**src/rtl/spi_bus_arbiter.sv**
```systemverilog
// Two-master SPI pin arbiter: round-robin ownership with a guard gap between owners.
// Optional SPI_ARB_TIMEOUT_EN revokes ownership after TIMEOUT_CYCLES and flags it.
module spi_bus_arbiter #(
    parameter int unsigned GUARD_CYCLES   = 4,
    parameter logic        SCLK_IDLE      = 1'b0,
    parameter int unsigned TIMEOUT_CYCLES = 1048576
) (
    input  logic io_systemClk,
    input  logic io_asyncResetn,
    input  logic a_sclk,
    input  logic a_ss,
    input  logic a_d0_we,
    input  logic a_d0_w,
    input  logic a_d1_we,
    input  logic a_d1_w,
    input  logic b_sclk,
    input  logic b_ss,
    input  logic b_d0_we,
    input  logic b_d0_w,
    input  logic b_d1_we,
    input  logic b_d1_w,
    output logic a_d0_r,
    output logic a_d1_r,
    output logic b_d0_r,
    output logic b_d1_r,
    output logic a_grant,
    output logic b_grant,
    output logic a_timeout,
    output logic b_timeout,
    output logic spi_sclk,
    output logic spi_ss,
    output logic spi_d0_we,
    output logic spi_d0_w,
    output logic spi_d1_we,
    output logic spi_d1_w,
    input  logic spi_d0_r,
    input  logic spi_d1_r
);

    typedef enum logic [1:0] {IDLE, OWN_A, OWN_B, GUARD} state_t;

    localparam int unsigned GW = $clog2(GUARD_CYCLES + 1);
    localparam logic [GW-1:0] GUARD_LOAD = GW'(GUARD_CYCLES - 1);
    // Pin bundle order: {ss, sclk, d0_we, d0_w, d1_we, d1_w}
    localparam logic [5:0] PINS_IDLE = {1'b1, SCLK_IDLE, 4'b0000};

    state_t          state_q, state_d;
    logic [GW-1:0]   guardCnt_q, guardCnt_d;
    logic            lastB_q, lastB_d;
    logic [5:0]      pins_q, pins_d;
    logic            reqA, reqB, toHitA, toHitB;

    wire [5:0] aPins = {a_ss, a_sclk, a_d0_we, a_d0_w, a_d1_we, a_d1_w};
    wire [5:0] bPins = {b_ss, b_sclk, b_d0_we, b_d0_w, b_d1_we, b_d1_w};

`ifdef SPI_ARB_TIMEOUT_EN
    localparam int unsigned TW = $clog2(TIMEOUT_CYCLES + 1);
    localparam logic [TW-1:0] TO_LAST = TW'(TIMEOUT_CYCLES - 1);

    logic [TW-1:0] ownCnt_q, ownCnt_d;
    logic          ineligA_q, ineligA_d, ineligB_q, ineligB_d;
    logic          aTimeout_q, aTimeout_d, bTimeout_q, bTimeout_d;

    assign toHitA     = (state_q == OWN_A) && !a_ss && (ownCnt_q == TO_LAST);
    assign toHitB     = (state_q == OWN_B) && !b_ss && (ownCnt_q == TO_LAST);
    assign ownCnt_d   = (state_q == OWN_A || state_q == OWN_B) ? ownCnt_q + TW'(1) : '0;
    // A revoked master stays out until it lets its ss go high, so it cannot resume mid-frame.
    assign ineligA_d  = toHitA | (ineligA_q & ~a_ss);
    assign ineligB_d  = toHitB | (ineligB_q & ~b_ss);
    assign aTimeout_d = aTimeout_q | toHitA;
    assign bTimeout_d = bTimeout_q | toHitB;
    assign reqA       = ~a_ss & ~ineligA_q;
    assign reqB       = ~b_ss & ~ineligB_q;
    assign a_timeout  = aTimeout_q;
    assign b_timeout  = bTimeout_q;

    always_ff @(posedge io_systemClk) begin
        if (!io_asyncResetn) begin
            ownCnt_q   <= '0;
            ineligA_q  <= 1'b0;
            ineligB_q  <= 1'b0;
            aTimeout_q <= 1'b0;
            bTimeout_q <= 1'b0;
        end else begin
            ownCnt_q   <= ownCnt_d;
            ineligA_q  <= ineligA_d;
            ineligB_q  <= ineligB_d;
            aTimeout_q <= aTimeout_d;
            bTimeout_q <= bTimeout_d;
        end
    end
`else
    logic [31:0] unusedTimeoutCycles;
    assign unusedTimeoutCycles = TIMEOUT_CYCLES;
    assign toHitA    = 1'b0;
    assign toHitB    = 1'b0;
    assign reqA      = ~a_ss;
    assign reqB      = ~b_ss;
    assign a_timeout = 1'b0;
    assign b_timeout = 1'b0;
`endif

    always_comb begin
        state_d    = state_q;
        guardCnt_d = guardCnt_q;
        lastB_d    = lastB_q;
        pins_d     = PINS_IDLE;
        case (state_q)
            IDLE: begin
                // On a tie the master that did not own the bus last wins.
                if (reqA && (!reqB || lastB_q)) begin
                    state_d = OWN_A;
                    lastB_d = 1'b0;
                end else if (reqB) begin
                    state_d = OWN_B;
                    lastB_d = 1'b1;
                end
            end
            OWN_A: begin
                if (a_ss || toHitA) begin
                    state_d    = GUARD;
                    guardCnt_d = GUARD_LOAD;
                end else begin
                    pins_d = aPins;
                end
            end
            OWN_B: begin
                if (b_ss || toHitB) begin
                    state_d    = GUARD;
                    guardCnt_d = GUARD_LOAD;
                end else begin
                    pins_d = bPins;
                end
            end
            GUARD: begin
                if (guardCnt_q == '0) begin
                    state_d = IDLE;
                end else begin
                    guardCnt_d = guardCnt_q - GW'(1);
                end
            end
            default: state_d = IDLE;
        endcase
    end

    always_ff @(posedge io_systemClk) begin
        if (!io_asyncResetn) begin
            state_q    <= IDLE;
            guardCnt_q <= '0;
            lastB_q    <= 1'b1;
            pins_q     <= PINS_IDLE;
        end else begin
            state_q    <= state_d;
            guardCnt_q <= guardCnt_d;
            lastB_q    <= lastB_d;
            pins_q     <= pins_d;
        end
    end

    assign {spi_ss, spi_sclk, spi_d0_we, spi_d0_w, spi_d1_we, spi_d1_w} = pins_q;

    assign a_grant = (state_q == OWN_A);
    assign b_grant = (state_q == OWN_B);
    assign a_d0_r  = a_grant & spi_d0_r;
    assign a_d1_r  = a_grant & spi_d1_r;
    assign b_d0_r  = b_grant & spi_d0_r;
    assign b_d1_r  = b_grant & spi_d1_r;

endmodule

```
**config.mk**
```make
export PLATFORM = sky130hd
export DESIGN_NAME = spi_bus_arbiter
export DESIGN_NICKNAME = d
export VERILOG_FILES = /design/src/rtl/spi_bus_arbiter.sv
export SDC_FILE = /design/constraint.sdc
export NUM_CORES = 1
export LEC_CHECK = 0
export ABC_AREA = 1
export CORE_UTILIZATION = 42
export CTS_CLUSTER_DIAMETER = 120
export DETAILED_ROUTE_END_ITERATION = 8
export GPL_TIMING_DRIVEN = 0
export HOLD_SLACK_MARGIN = 0.1
export PLACE_DENSITY_LB_ADDON = 0.08
export SLEW_MARGIN = 10
export SYNTH_ARGS = -nofsm -noshare
export SYNTH_HDL_FRONTEND = slang
export SYNTH_SLANG_ARGS = --single-unit
```
**constraint.sdc**
```tcl
create_clock -name io_systemClk -period 1.74 [get_ports io_systemClk]
set_input_delay 0.348 -clock io_systemClk [delete_from_list [all_inputs] [get_ports io_systemClk]]
set_output_delay 0.348 -clock io_systemClk [all_outputs]
set_load 0.03 [all_outputs]
```
; Word level (Yosys, flattened, before mapping)
; Index checks and enable logic that the tools add are counted.
[totals]
regBits = 12
input_bits = 16
output_inout_bits = 14
word_cells = 42
[classes]
n_eq_ne = 9
n_addsub = 1
bitwise = 5
muxes = 15
n_reduce_logical = 8
[ops]
columns = cell, count
row1 = $mux W6, 2
row2 = $pmux W6 S2, 1
row3 = $mux W2, 5
row4 = $mux W3, 3
row5 = $pmux W3 S3, 1
row6 = $ne A2 B2 Y1 const B, 4
row7 = $pmux W2 S4, 1
row8 = $reduce_and A4 Y1, 2
row9 = $and A1 B1 Y1, 4
row10 = $eq A2 B2 Y1 const B, 2
row11 = $logic_not A3 Y1, 1
row12 = $ne A3 B3 Y1 const B, 1
row13 = $reduce_bool A3 Y1, 1
row14 = $sub A3 B1 Y3 const B, 1
row15 = $eq A2 B1 Y1 const B, 1
row16 = $logic_not A2 Y1, 1
row17 = $mux W1, 2
row18 = $ne A2 B1 Y1 const B, 1
row19 = $reduce_and A2 Y1, 1
row20 = $logic_and A1 B1 Y1, 1
row21 = $logic_or A1 B1 Y1, 1
row22 = $not A1 Y1, 1

; Depth between registers and ports, before layout
[logic_depth]
depth_word = 4
mapped_depth = 10
mapped_depth_nobuf = 9

; Worst setup path before layout
; No wires, ideal clock.
[synth_timing]
kind = flip-flop to output port
startpoint = register state_q[0]
endpoint = output port b_d0_r
setup_slack_ps = 182
arrival_ps = 1210
required_ps = 1392
path_stages_with_launch = 6
path_buffers = 1
path_cell_list = dfxtp_1 > inv_1 > ha_1 > buf_4 > nand2_1 > inv_1
[synth_via]
elab_chain_len = 2
[synth_rtl]
columns = element, line_no
row1 = from (decl), 47  ; state_t state_q, state_d;
row2 = from (signal assigned), 153  ; state_q <= state_d;
row3 = $eq A2 B2 Y1, 163  ; assign b_grant = (state_q == OWN_B);
row4 = net b_grant, 27  ; output logic b_grant,
row5 = $and A1 B1 Y1, 166  ; assign b_d0_r = b_grant & spi_d0_r;
row6 = to (decl), 24  ; output logic b_d0_r,
; The timed path passes the listed nets, and every way through them passes these cells.

; Worst setup path after layout
[layout_timing]
startpoint = register state_q[0]
endpoint = output port b_grant
[layout_via]
elab_chain_len = 1
[layout_rtl]
columns = element, line_no
row1 = $eq A2 B2 Y1, 163
row2 = to (decl), 27
; No other way between the ends.

==> impl_results.md <==
- Outcome: finished, final reports clean
- Number of global-route vias before repair: 698
- Power Density: 1557 nW/um^2
- Max_cap viols: 0
- CTS tree: yes
- WHS: 0.4776 ns
- Top-level port count: 30
- # fillers: 128
- Initial DRC Count: 14
- # diodes: 0
- H-tree levels: 1
- Fmax: 590.4 MHz
- Non-filler instance count after layout: 161
- Critical-path cell list: inv_1 > ha_1 > dlygate4sd2_1
- Post-synth cell types: 21
- Final period util: 0.9735
- Mapped Area: 757.0 sq um
- Die Ht: 44.46 microns
- Max IR drop VDD: 1.269 mV
- Clk_skew: 0.004744 ns
- Avg Synthesized Cell Area: 7.421 sq um
- Vias: 755
- Layout cell share with drive strength beyond 1: 0.2336
- Initial Utilization: 0.4749
- Cell family with most CP delay: buffers and inverters
- CP Launch Type: register
- Top cell type's share of synthesized area: 0.3174
- Crit end category: output port
- WL per Instance: 11.48 microns
- Reg power frac: 0.236
- DP Cell Count: 154
- Leading area contributor after synthesis: dfxtp_1
- Multi-input gate area: 447.9 sq um
- Input/output buffers: 27
- #FFs+latches synth: 12
- Nets: 161
- Number of synthesized flops with an enable pin: 0
- Via density: 4.689
- Global-route wire length before repair: 2960 microns
- Syn Inst Count: 102
- Post-synth top cells: 21 x nand2_1, 14 x nand3_1, 12 x dfxtp_1, 12 x inv_1
- WP buf/inv: 2
- Switching Fraction: 0.4657
- Clock Path Buffers: 2
- Final Hold Fails: 0
- Core box area: 1594 sq um
- Stages on worst setup path: 3
- DR DRC count: 0
- Async set-reset flop share out of synthesis: 0
- Pin count of the biggest net entering global routing: 10
- # rows: 14
- Post-DP Area: 1061 sq um
- Leak Pwr: 0.5320 nW
- CP max-delay cell: dlygate4sd2_1
- GPL Wtd Cong: 0.7684
- Final ANT Viol Nets: 0
- Synth Flop Type: dfxtp_1
- Clock Power Share: 0.126
- Reg clk slew, reported paths: 0.08 ns
- Critical Path RT: 1.39 ns
- Critical path fanouts, max: 4
- Sequential share of the synthesized area: 0.3174
- Aggregate global-route resource usage: 0.2077
- Logic gate share of total power: 0.638
- Sink Count: 12
- Hold Path Class: reg -> reg
- Syn. warnings: 0
- Critical Path Max Stage Delay: 0.40 ns
- Final critical-path required period: 1.694 ns
- Die X: 44.46 microns
- Max-slew violations: 0
- R2R depth: 10
- Worst Setup Path Type: reg -> out
- Root buf cell: clkbuf_4
- Reg2reg end: state_q[1]$_SDFFE_PN0P_
- Register Area: 244.0 sq um
- Largest cells by area after synthesis: dfxtp_1 32%, ha_1 12%, nand2_1 10%
- Clk_lat worst skew: 0.28 ns
- Total internal power: 0.0009463 W
- Total grt overflow: 0
- Die ar.: 1976 sq um
- TritonCTS buffer count: 3
- Post-Route WL: 1848 microns
- Switching power: 0.0008249 W
- RR Startpoint: state_q[0]$_SDFFE_PN0P_
- Crit. Startpoint: state_q[0]$_SDFFE_PN0P_
- DRT Pass-1 Iters: 4
- Setup violators final: 0
- Cell with the most instances after synthesis: nand2_1
- HPWL after detailed placement: 1341 microns
- Antenna violations before repair: 0
- Reg2Reg Setup Slack: 0.23 ns
- Area grow syn2layout: 50.25%
- Cell area after layout: 1137 sq um
- Critical Path AT: 1.35 ns
- Critical path destination: b_grant
-- layout make-up --
cell class	instances	share of cell area
multi-input cells	72	0.3938
repair buffers	30	0.2530
flip-flops and latches	12	0.2145
inverters	16	0.05721
clock buffers	4	0.03190
well taps	24	0.02640
plain buffers	3	0.02310
-- metal layers --
| metal | vias up | track usage | part of all wire |
|---|---|---|---|
| met4 | 0 | 0.1030 | 0.019 |
| met5 | - | 0 | 0 |
| met3 | 4 | 0.06531 | 0.054 |
| met2 | 23 | 0.3471 | 0.49 |
| li1 | 398 | - | - |
| met1 | 330 | 0.2376 | 0.43 |
-- cell families (layout without fill, tap and decap cells) --
family | Yosys count | count (layout) | synth area share
buffers and inverters | 19 | 53 | 0.1157
flip-flops | 12 | 12 | 0.3174
AND/OR/NAND/NOR | 47 | 47 | 0.3190
adder cells (fa/ha/maj) | 7 | 7 | 0.1157
other | 1 | 2 | 0.004954
AO/OA/AOI/OAI | 16 | 16 | 0.1273
-- through the flow --
stage | setup slack (ns) | setup TNS (ns) | util | total power, W
floorplan | 0.1817 | 0 | - | 0.001182
global placement | -0.1989 | -0.7843 | 0.6656 | 0.001436
detailed placement | -0.2190 | -0.8612 | 0.6656 | 0.001468
CTS | -0.1028 | -0.1490 | 0.6900 | 0.001685
global route | -0.02025 | -0.03224 | 0.7135 | 0.001917
finish | 0.04618 | 0 | 0.7135 | 0.001771
-- state kept, by name, summed over array words and instances (netlist names) --
signal,count
guardCnt_q,3
pins_q,6
state_q,2
lastB_q,1
-- repair_timing --
| item | 4_1_cts | 5_1_grt |
|---|---|---|
| hold buffers | 0 | 0 |
| buffers inserted | 0 | 3 |
| gates resized for setup | 20 | 8 |
| cloned | 0 | 0 |
| endpoints found under the setup margin | 6 | 5 |
-- worst reg2reg max path, delay by kind of cell (launching register included) --
| family | cells | cell delay, ns |
|---|---|---|
| buffers and inverters | 4 | 0.45 |
| flip-flops | 1 | 0.38 |
| AND/OR/NAND/NOR | 5 | 0.37 |
| adder cells (fa/ha/maj) | 1 | 0.22 |
-- cell usage in the layout, fill, tap and decap left out --
cell,n
nand2_1,21
clkdlybuf4s50_1,21
nand3_1,14
inv_1,11
dfxtp_1,11
a21oi_1,7
ha_1,5
buf_4,5
nand2_4,4
nor2_1,4
clkbuf_4,4
inv_2,3
o21ai_0,3
clkdlybuf4s15_2,3
inv_4,2
nand3_2,2
o21bai_1,2
conb_1,2
buf_6,1
o21ai_1,1
nand2_2,1
nor2_2,1
o211ai_1,1
a221o_1,1
a21oi_2,1
ha_4,1
ha_2,1
clkbuf_8,1
buf_2,1
dlygate4sd2_1,1
dfxtp_4,1
-- power groups by stage --
stage	Clock, W	Sequential [W]	Combinational (W)
after global placement	0	0.000410	0.00103
after global routing	0.000241	0.000426	0.00125
final	0.000223	0.000419	0.00113
after floorplan	0	0.000434	0.000748
after CTS	0.000230	0.000408	0.00105
after detailed placement	0	0.000410	0.00106
-- worst min path at each step --
stage	start	endpoint	slack (ns)	depth (start not counted)
floorplan	lastB_q$_SDFFE_PN1P_	lastB_q$_SDFFE_PN1P_	0.43	2
global placement	lastB_q$_SDFFE_PN1P_	lastB_q$_SDFFE_PN1P_	0.44	2
detailed placement	lastB_q$_SDFFE_PN1P_	lastB_q$_SDFFE_PN1P_	0.46	2
CTS	guardCnt_q[1]$_SDFFE_PN0P_	guardCnt_q[1]$_SDFFE_PN0P_	0.48	2
global route	lastB_q$_SDFFE_PN1P_	lastB_q$_SDFFE_PN1P_	0.50	2
finish	guardCnt_q[1]$_SDFFE_PN0P_	guardCnt_q[1]$_SDFFE_PN0P_	0.48	2
Power figures use the tool's default switching activity.
